File: config.mk
export PLATFORM = sky130hd
export DESIGN_NAME = axi_read_slave_if_flat
export DESIGN_NICKNAME = d
export VERILOG_FILES = /design/src/rtl/axi_read_slave_if_if.sv /design/src/rtl/axi_read_slave_if.sv /design/src/flat_wrapper.sv
export SDC_FILE = /design/constraint.sdc
export NUM_CORES = 1
export LEC_CHECK = 0
export ABC_AREA = 1
export BUFFER_PORTS_ARGS = -buffer_cell sky130_fd_sc_hd__clkbuf_2
export CAP_MARGIN = 5
export CELL_PAD_IN_SITES_DETAIL_PLACEMENT = 1
export CELL_PAD_IN_SITES_GLOBAL_PLACEMENT = 2
export CORE_ASPECT_RATIO = 0.5
export CORE_UTILIZATION = 26
export CTS_BUF_LIST = sky130_fd_sc_hd__clkbuf_16
export CTS_CLUSTER_DIAMETER = 60
export CTS_CLUSTER_SIZE = 24
export DETAILED_ROUTE_END_ITERATION = 7
export GPL_TIMING_DRIVEN = 0
export PLACE_DENSITY_LB_ADDON = 0.1
export SLEW_MARGIN = 0
export SYNTH_ARGS = -nofsm -noshare
export SYNTH_HDL_FRONTEND = slang
export SYNTH_SLANG_ARGS = --single-unit
File: constraint.sdc
create_clock -name ACLK -period 2.1 [get_ports ACLK]
set_input_delay 0.42 -clock ACLK [delete_from_list [all_inputs] [get_ports ACLK]]
set_output_delay 0.42 -clock ACLK [all_outputs]
set_load 0.01 [all_outputs]
File: src/rtl/axi_read_slave_if_if.sv
// AXI read-address / read-data channel bundle between an interconnect
// slave port (master modport) and the read responder (slave modport).
interface axi_read_slave_if_if #(
    parameter int ID_W   = 8,
    parameter int ADDR_W = 32,
    parameter int LEN_W  = 4,
    parameter int DATA_W = 32
);
    logic [ID_W-1:0]   ARID;
    logic [ADDR_W-1:0] ARADDR;
    logic [LEN_W-1:0]  ARLEN;
    logic [2:0]        ARSIZE;
    logic [1:0]        ARBURST;
    logic              ARVALID;
    logic              ARREADY;
    logic [ID_W-1:0]   RID;
    logic [DATA_W-1:0] RDATA;
    logic [1:0]        RRESP;
    logic              RLAST;
    logic              RVALID;
    logic              RREADY;

    modport master (
        output ARID, ARADDR, ARLEN, ARSIZE, ARBURST, ARVALID, RREADY,
        input  ARREADY, RID, RDATA, RRESP, RLAST, RVALID
    );

    modport slave (
        input  ARID, ARADDR, ARLEN, ARSIZE, ARBURST, ARVALID, RREADY,
        output ARREADY, RID, RDATA, RRESP, RLAST, RVALID
    );
endinterface

File: src/rtl/axi_read_slave_if.sv
// AXI read responder: accepts one AR burst at a time, reads each word from a
// 1-cycle-latency synchronous SRAM and returns it as an R beat that is held
// stable under RREADY backpressure.
// Optional address range check: define AXI_RS_RANGE_CHECK_EN to return DECERR
// (and suppress the SRAM strobe) for beats outside MEM_BASE..MEM_WORDS words.
module axi_read_slave_if #(
    parameter int ID_W   = 8,
    parameter int ADDR_W = 32,
    parameter int LEN_W  = 4,
    parameter int DATA_W = 32,
    parameter int MEM_AW = 14
`ifdef AXI_RS_RANGE_CHECK_EN
    ,
    parameter logic [ADDR_W-1:0] MEM_BASE  = {ADDR_W{1'b0}},
    parameter int unsigned       MEM_WORDS = 16384
`endif
) (
    input  logic                ACLK,
    input  logic                ARESET,
    axi_read_slave_if_if.slave  axi,
    output logic                mem_cs,
    output logic [MEM_AW-1:0]   mem_addr,
    input  logic [DATA_W-1:0]   mem_rdata
);

    typedef enum logic [1:0] {
        IDLE = 2'd0,
        MEM  = 2'd1,
        RESP = 2'd2
    } state_t;

    state_t              state_q;
    logic [ID_W-1:0]     id_q;
    logic [ADDR_W-1:0]   addr_q;
    logic [LEN_W-1:0]    len_q;
    logic                fixed_q;
    logic [LEN_W-1:0]    beat_q;
    logic                first_q;   // first RESP cycle: data comes straight from SRAM
    logic                oob_q;     // current beat is outside the SRAM window
    logic [DATA_W-1:0]   hold_q;
    logic                arready_q;
    logic                rvalid_q;
    logic                rlast_q;
    logic [1:0]          rresp_q;
    logic [ID_W-1:0]     rid_q;
    logic                mem_cs_q;
    logic [MEM_AW-1:0]   mem_addr_q;

    logic [ADDR_W-1:0]   addr_d;    // address of the beat about to enter MEM
    logic                oob_d;
    logic [MEM_AW-1:0]   word_d;
    logic [DATA_W-1:0]   rdata_s;

    // Address of the next beat: request address on accept, then step per burst type.
    always_comb begin
        addr_d = addr_q;
        if (state_q == IDLE) begin
            addr_d = axi.ARADDR;
        end else if (fixed_q) begin
            addr_d = addr_q;
        end else begin
            addr_d = addr_q + {{(ADDR_W-3){1'b0}}, 3'd4};
        end
    end

`ifdef AXI_RS_RANGE_CHECK_EN
    logic [ADDR_W-1:0] off_d;

    // Translate the beat address into an SRAM word offset and flag out-of-window beats.
    always_comb begin
        off_d = (addr_d - MEM_BASE) >> 2;
        if ((addr_d < MEM_BASE) || (off_d >= ADDR_W'(MEM_WORDS))) begin
            oob_d  = 1'b1;
            word_d = {MEM_AW{1'b0}};
        end else begin
            oob_d  = 1'b0;
            word_d = off_d[MEM_AW-1:0];
        end
    end
`else
    // Without the range check every beat maps straight onto the SRAM word address.
    always_comb begin
        oob_d  = 1'b0;
        word_d = addr_d[MEM_AW+1:2];
    end
`endif

    // Beat data: live SRAM output in the first RESP cycle, hold register afterwards, zero when idle.
    always_comb begin
        rdata_s = {DATA_W{1'b0}};
        if (!rvalid_q) begin
            rdata_s = {DATA_W{1'b0}};
        end else if (first_q) begin
            if (oob_q) begin
                rdata_s = {DATA_W{1'b0}};
            end else begin
                rdata_s = mem_rdata;
            end
        end else begin
            rdata_s = hold_q;
        end
    end

    // Burst controller: accept AR, alternate MEM/RESP per beat, all outputs registered.
    always_ff @(posedge ACLK) begin
        if (ARESET) begin
            state_q    <= IDLE;
            id_q       <= {ID_W{1'b0}};
            addr_q     <= {ADDR_W{1'b0}};
            len_q      <= {LEN_W{1'b0}};
            fixed_q    <= 1'b0;
            beat_q     <= {LEN_W{1'b0}};
            first_q    <= 1'b0;
            oob_q      <= 1'b0;
            hold_q     <= {DATA_W{1'b0}};
            arready_q  <= 1'b0;
            rvalid_q   <= 1'b0;
            rlast_q    <= 1'b0;
            rresp_q    <= 2'b00;
            rid_q      <= {ID_W{1'b0}};
            mem_cs_q   <= 1'b0;
            mem_addr_q <= {MEM_AW{1'b0}};
        end else begin
            case (state_q)
                IDLE: begin
                    arready_q <= 1'b1;
                    if (axi.ARVALID && arready_q) begin
                        id_q       <= axi.ARID;
                        len_q      <= axi.ARLEN;
                        fixed_q    <= (axi.ARBURST == 2'b00);
                        beat_q     <= {LEN_W{1'b0}};
                        addr_q     <= addr_d;
                        oob_q      <= oob_d;
                        mem_cs_q   <= ~oob_d;
                        mem_addr_q <= word_d;
                        arready_q  <= 1'b0;
                        state_q    <= MEM;
                    end
                end
                MEM: begin
                    mem_cs_q <= 1'b0;
                    rvalid_q <= 1'b1;
                    rid_q    <= id_q;
                    rlast_q  <= (beat_q == len_q);
                    rresp_q  <= oob_q ? 2'b11 : 2'b00;
                    first_q  <= 1'b1;
                    state_q  <= RESP;
                end
                RESP: begin
                    first_q <= 1'b0;
                    if (first_q) begin
                        hold_q <= rdata_s;
                    end
                    if (axi.RREADY) begin
                        rvalid_q <= 1'b0;
                        rlast_q  <= 1'b0;
                        rresp_q  <= 2'b00;
                        if (rlast_q) begin
                            arready_q <= 1'b1;
                            state_q   <= IDLE;
                        end else begin
                            beat_q     <= beat_q + {{(LEN_W-1){1'b0}}, 1'b1};
                            addr_q     <= addr_d;
                            oob_q      <= oob_d;
                            mem_cs_q   <= ~oob_d;
                            mem_addr_q <= word_d;
                            state_q    <= MEM;
                        end
                    end
                end
                default: begin
                    arready_q <= 1'b0;
                    rvalid_q  <= 1'b0;
                    rlast_q   <= 1'b0;
                    mem_cs_q  <= 1'b0;
                    state_q   <= IDLE;
                end
            endcase
        end
    end

    assign axi.ARREADY = arready_q;
    assign axi.RVALID  = rvalid_q;
    assign axi.RLAST   = rlast_q;
    assign axi.RRESP   = rresp_q;
    assign axi.RID     = rid_q;
    assign axi.RDATA   = rdata_s;
    assign mem_cs      = mem_cs_q;
    assign mem_addr    = mem_addr_q;

endmodule

File: src/flat_wrapper.sv
// flat-port wrapper written by rule: the top's interface ports become plain ports
module axi_read_slave_if_flat 
#(
    parameter int ID_W   = 8,
    parameter int ADDR_W = 32,
    parameter int LEN_W  = 4,
    parameter int DATA_W = 32,
    parameter int MEM_AW = 14

)
  (ACLK, ARESET, mem_cs, mem_addr, mem_rdata, axi_ARID, axi_ARADDR, axi_ARLEN, axi_ARSIZE, axi_ARBURST, axi_ARVALID, axi_RREADY, axi_ARREADY, axi_RID, axi_RDATA, axi_RRESP, axi_RLAST, axi_RVALID);
  axi_read_slave_if_if #(.ID_W(ID_W), .ADDR_W(ADDR_W), .LEN_W(LEN_W), .DATA_W(DATA_W)) axi_i ();
  input  logic ACLK;
  input  logic ARESET;
  output logic mem_cs;
  output logic [MEM_AW-1:0] mem_addr;
  input  logic [DATA_W-1:0] mem_rdata;
  input wire logic [$bits(axi_i.ARID)-1:0] axi_ARID;
  input wire logic [$bits(axi_i.ARADDR)-1:0] axi_ARADDR;
  input wire logic [$bits(axi_i.ARLEN)-1:0] axi_ARLEN;
  input wire logic [$bits(axi_i.ARSIZE)-1:0] axi_ARSIZE;
  input wire logic [$bits(axi_i.ARBURST)-1:0] axi_ARBURST;
  input wire logic [$bits(axi_i.ARVALID)-1:0] axi_ARVALID;
  input wire logic [$bits(axi_i.RREADY)-1:0] axi_RREADY;
  output wire logic [$bits(axi_i.ARREADY)-1:0] axi_ARREADY;
  output wire logic [$bits(axi_i.RID)-1:0] axi_RID;
  output wire logic [$bits(axi_i.RDATA)-1:0] axi_RDATA;
  output wire logic [$bits(axi_i.RRESP)-1:0] axi_RRESP;
  output wire logic [$bits(axi_i.RLAST)-1:0] axi_RLAST;
  output wire logic [$bits(axi_i.RVALID)-1:0] axi_RVALID;
  assign axi_i.ARID = axi_ARID;
  assign axi_i.ARADDR = axi_ARADDR;
  assign axi_i.ARLEN = axi_ARLEN;
  assign axi_i.ARSIZE = axi_ARSIZE;
  assign axi_i.ARBURST = axi_ARBURST;
  assign axi_i.ARVALID = axi_ARVALID;
  assign axi_i.RREADY = axi_RREADY;
  assign axi_ARREADY = axi_i.ARREADY;
  assign axi_RID = axi_i.RID;
  assign axi_RDATA = axi_i.RDATA;
  assign axi_RRESP = axi_i.RRESP;
  assign axi_RLAST = axi_i.RLAST;
  assign axi_RVALID = axi_i.RVALID;
  axi_read_slave_if #(.ID_W(ID_W), .ADDR_W(ADDR_W), .LEN_W(LEN_W), .DATA_W(DATA_W), .MEM_AW(MEM_AW)) u_core (.ACLK(ACLK), .ARESET(ARESET), .axi(axi_i), .mem_cs(mem_cs), .mem_addr(mem_addr), .mem_rdata(mem_rdata));
endmodule
======== Word level (Yosys, flattened, before mapping) ========
Index checks and enable logic that the tools add are counted.
storage, ports and cells
  flip-flop bits (word level) ............. 113
  output and inout port bits .............. 60
  input bits .............................. 85
  word-level logic and storage cells ...... 80
operators by class
  eq/ne operators ......................... 7
  $add $sub $neg .......................... 2
  reductions and logical operators ........ 13
  muxes and demuxes ....................... 40
  bitwise operators ....................... 2
operators by type and width
  operator                                               count
  two-way mux 32 bit                                     8
  one-hot mux 32 bit (2 select lines)                    1
  two-way mux 14 bit                                     3
  adder 32 x 3 -> 32 bit, second input constant          1
  one-hot mux 14 bit (2 select lines)                    1
  two-way mux 4 bit                                      3
  two-way mux 1 bit                                      11
  AND reduction 2 bit                                    5
  one-hot mux 1 bit (3 select lines)                     3
  two-way mux 2 bit                                      4
  one-hot mux 4 bit (2 select lines)                     1
  inequality test 2 bit, second input constant           3
  one-hot mux 1 bit (2 select lines)                     3
  one-hot mux 2 bit (3 select lines)                     1
  AND reduction 3 bit                                    2
  adder 4 x 1 -> 4 bit, second input constant            1
  == test 4 bit                                          1
  zero test 2 bit                                        2
  one-hot mux 2 bit (2 select lines)                     1
  AND reduction 4 bit                                    1
  nonzero test 2 bit                                     2
  == test 2 x 1 -> 1 bit, second input constant          1
  == test 2 bit, second input constant                   1
  inequality test 2 x 1 -> 1 bit, second input constant  1
  other kinds (2)                                        3

======== Logic depth before layout (Yosys ltp) ========
  depth in word-level cells ............... 6
  depth in mapped cells ................... 11
  gate-level depth less buffers ........... 10

======== Worst setup path before layout ========
No wires, ideal clock.
  kind .................................... register to register
  start point ............................. reg u_core.state_q[0]
  end point ............................... reg u_core.mem_addr_q[1] (netlist: u_core.mem_addr[1])
  required time ........................... 1984 ps
  clock period less this slack ............ 1656 ps
  library setup time ...................... 116 ps
  path buffers ............................ 1
  path slack .............................. 444 ps
  cell stages (with the launch flop) ...... 11
  data arrival time ....................... 1540 ps
  cell sequence ........................... dfxtp_1 -> inv_1 -> ha_1 -> inv_2 -> nor2_1 -> nor2_1 -> nand3_4 -> inv_2 -> buf_6 -> nand3_1 -> o211a_1
on the way
  cells in the longest elaborated chain, start to end .. 5
  elaborated cells on any way between the ends .. 12
  those cells by class .................... eq/ne (4); mux (5); reduce/logical (3)
ends and longest elaborated chain
  element                              line                                               source
  start, declared                      axi_read_slave_if.sv:32                            state_t state_q;
  start signal, assigned               axi_read_slave_if.sv:107                           state_q <= IDLE;
  start signal, assigned               axi_read_slave_if.sv:137                           state_q <= MEM;
  start signal, assigned               axi_read_slave_if.sv:147                           state_q <= RESP;
  zero test 2 bit                      axi_read_slave_if.sv:57, axi_read_slave_if.sv:124
  two-way mux 32 bit                   axi_read_slave_if.sv:57                            if (state_q == IDLE) begin
  two-way mux 14 bit                   axi_read_slave_if.sv:158                           if (rlast_q) begin
  two-way mux 14 bit                   axi_read_slave_if.sv:154                           if (axi.RREADY) begin
  one-hot mux 14 bit (2 select lines)  axi_read_slave_if.sv:124                           case (state_q)
  end signal, assigned                 axi_read_slave_if.sv:122                           mem_addr_q <= {MEM_AW{1'b0}};
  end signal, assigned                 axi_read_slave_if.sv:135                           mem_addr_q <= word_d;
  end signal, assigned                 axi_read_slave_if.sv:166                           mem_addr_q <= word_d;
  end, declared                        axi_read_slave_if.sv:47                            logic [MEM_AW-1:0] mem_addr_q;
Several ways; a longest one is shown, not always the timed one. The select of a mux whose other input is x is not followed.
A chain may end at the register's enable or synchronous reset.

======== Final worst setup path ========
  start point ............................. reg u_core.first_q
  end point ............................... out axi_RDATA[9]
on the way
  cells in the longest elaborated chain, start to end .. 2
ends and longest elaborated chain
  element                 line                      source
  start, declared         axi_read_slave_if.sv:38   logic first_q;
  start signal, assigned  axi_read_slave_if.sv:113  first_q <= 1'b0;
  start signal, assigned  axi_read_slave_if.sv:146  first_q <= 1'b1;
  start signal, assigned  axi_read_slave_if.sv:150  first_q <= 1'b0;
  two-way mux 32 bit      axi_read_slave_if.sv:93   end else if (first_q) begin
  two-way mux 32 bit      axi_read_slave_if.sv:91   if (!rvalid_q) begin
  end, declared           flat_wrapper.sv:27        output wire logic [$bits(axi_i.RDATA)-1:0] axi_RDATA;
Every way passes these cells.

==> metrics <==
HP Class input port to register; largest net degree at the start of global routing 14; skew final 8.65 ps; Slew HR between 50% and 60%; FF-to-FF setup slack ~190 ps; initial DRC count about 120; critical path launch point type register; post-route insts no fill around 870; CTS Hold Bufs 0; fin worst setup slack ~120 ps; Post-Route Setup TNS 0 ps; placed instance count about 850; worst hold margin 367 ps; PwrDens roughly 1100 nW/µm²; final period utilization approximately 95%; crit end category output pin; Post-Syn Area 3780 µm²; GRT Total Usage 17.8%; leading area contributor after synthesis dfxtp_1; DR pass1 iterations 4; Slew Limit Fails 0; crit path kind register to output pin; Synth Instances about 540; share of post-route cells with drive strength above 1 around a quarter; die height around 87 µm; worst path arrival time approximately 1600 ps; I/O pins 145; synthesized area per cell around 7 µm²; worst-skew pair later-pin latency between 300 and 400 ps; drt wl/cell about 15 µm; Post-Route WL 12,800 µm; largest cells by area after synthesis dfxtp_1, o21ai_0, nor2_1; Worst-path clk slew about 60 ps; CTS Sinks between 70 and 80; clk root buf clkbuf_16; vias post-DR approximately 4,000; CTS max path bufs 2; gr ovfl total 0; number of setup violations in the final report 0; final hold vios 0; post-route ant nets 0; Synth-to-Final Area Change 30.2%; Final Instance Area a little under 5000 µm²; LEAKAGE 2.06 nW; RePlAce Congestion between 0.7 and 0.8; Max Cap Viol 0; DRC viols 0; Synth cell types 31; DP Area around 4600 µm²; Yosys top cell area share between 40% and 50%; row cnt 30; fmax slightly above 500 MHz; DP Worst Slack 130 ps; metal2 WL roughly 5500 µm; initial core utilization 27.3%; first-pass GRT wire length about 20,000 µm; Req. time, crit path around 1700 ps; H-tree Lvls 3; number of port buffers 121; Critical Path Fanout Max 10; CTS Buf Count 9; wl on met1 around 6700 µm; Synth Register Bits 78; vias per cell between 4 and 5; total die area 15,000 µm²; Ys Warns 0; post-route minimum period roughly 2000 ps; met3 wire length 513 µm; RSZ-0062 raised after global routing true; number of global-route vias before repair 3,937; Setup Fix Bufs, Post-CTS 0; # diodes 0; Slew @ Worst Pin between 600 and 700 ps; top routing layer in use met4; # nets final between 700 and 800; Core Region about 14,000 µm²; status finished, final reports clean; hpwl dp slightly below 10,000 µm; fill count between 1,500 and 2,000; Die Wd about 170 µm; CTS tree built; initial antenna violation count 0; sequential share of the synthesized area between 40% and 50%; Peak supply drop 354 µV
## cell type report
cell class	count	area, µm²	area share [%]
inverters	42	158	3.21
flip-flops and latches	78	1560	31.8
plain buffers	34	173	3.51
repair buffers	121	606	12.3
clock inverters	6	40.0	0.814
multi-input cells	385	1910	38.9
clock buffers	9	225	4.58
well taps	192	240	4.89
## cells in the mapped netlist, drive strengths merged
cell type,number
o21ai,102
nor2,98
a21oi,79
dfxtp,78
nand2,55
inv,40
clkbuf,26
nand3,22
buf,8
ha,8
nand4,5
xor2,4
clkinv,2
nor3,2
xnor2,2
a22oi,1
conb,1
nand3b,1
o211a,1
o21a,1
o22ai,1
or2,1
## what timing repair did
| action | CTS | global route |
|---|---|---|
| resized for setup | 7 | 41 |
| endpoints found under the setup margin | 30 | 30 |
| gates cloned | 0 | 0 |
## sequential cells by signal (all words and copies together), names as in the netlist
signal,cells
u_core.first_q,1
u_core.mem_cs,1
u_core.state_q,2
u_core.beat_q,4
u_core.axi.RID,8
u_core.axi.ARREADY,1
u_core.mem_addr,14
u_core.axi.RLAST,1
u_core.axi.RVALID,1
u_core.len_q,4
u_core.fixed_q,1
u_core.id_q,8
u_core.hold_q,32
## metal layers
metal | vias up | GRT usage (%)
met1 | 1819 | 24.3
met3 | 9 | 4.41
li1 | 2043 | -
met2 | 71 | 27.9
met5 | - | 0
met4 | 0 | 4.59
## power by group
part / internal [mW] / switching, mW / total, mW
clock network: 0.789 / 0.648 / 1.44
registers: 1.78 / 0.234 / 2.02
logic: 0.705 / 1.28 / 1.98
total: 3.28 / 2.16 / 5.44
## cell families (layout without fill, tap and decap cells)
group / after synthesis / in the layout / share of synthesized area, %
AND/OR/NAND/NOR: 184 / 184 / 20.3
AO/OA/AOI/OAI: 185 / 185 / 26.0
XOR/XNOR: 6 / 6 / 1.39
other: 1 / 2 / 0.0993
buffers and inverters: 76 / 212 / 8.21
adder cells (fa/ha/maj): 8 / 8 / 2.65
flip-flops: 78 / 78 / 41.3
## cells in the final DEF, fill, tap and decap left out, types with 2 or more instances in the layout
cell type | netlist | final
a21oi_1 | 73 | 73
conb_1 | 1 | 2
ha_1 | 8 | 8
clkbuf_4 | 0 | 3
inv_1 | 37 | 37
dfxtp_1 | 78 | 77
clkinv_1 | 2 | 2
clkbuf_16 | 0 | 9
o21ai_2 | 6 | 7
buf_2 | 2 | 3
o21ai_0 | 94 | 68
clkbuf_2 | 0 | 127
o21ai_1 | 2 | 27
inv_2 | 3 | 3
nor2_1 | 98 | 98
nor3_1 | 2 | 2
xor2_1 | 4 | 4
clkinvlp_4 | 0 | 4
a21oi_2 | 6 | 6
nand4_1 | 5 | 5
nand2_1 | 54 | 54
xnor2_1 | 2 | 2
buf_6 | 2 | 2
nand3_1 | 20 | 20
buf_4 | 2 | 2
clkinv_2 | 0 | 2
clkbuf_1 | 26 | 17
nand3_4 | 2 | 2
## worst max-delay path: stages, from the launching register on
cell,delay (ps)
dfxtp_1,290
buf_2,150
inv_1,140
clkbuf_4,230
o21ai_1,110
nor2_1,140
clkbuf_2,160
## through the flow
step | util, % | total power [mW]
global placement | 33.4 | 3.99
CTS | 35.4 | 5.48
detailed placement | 33.4 | 4.02
floorplan | - | 3.29
global route | 35.5 | 5.88
finish | 35.5 | 5.44
## worst paths after layout
path              cells after the start                      startpoint                               to
setup reg to reg                     10  u_core.state_q[0]$_SDFFE_PP0P_  u_core.mem_addr[1]$_SDFFE_PP0P_
setup / recovery                      6     u_core.first_q$_SDFFE_PP0P_                     axi_RDATA[9]
hold / removal                        3                     axi_ARID[2]      u_core.id_q[2]$_SDFFE_PP0P_
hold reg to reg                       2     u_core.id_q[6]$_SDFFE_PP0P_   u_core.axi.RID[6]$_SDFFE_PP0P_
Note: power is estimated with default switching activity, not from simulation.
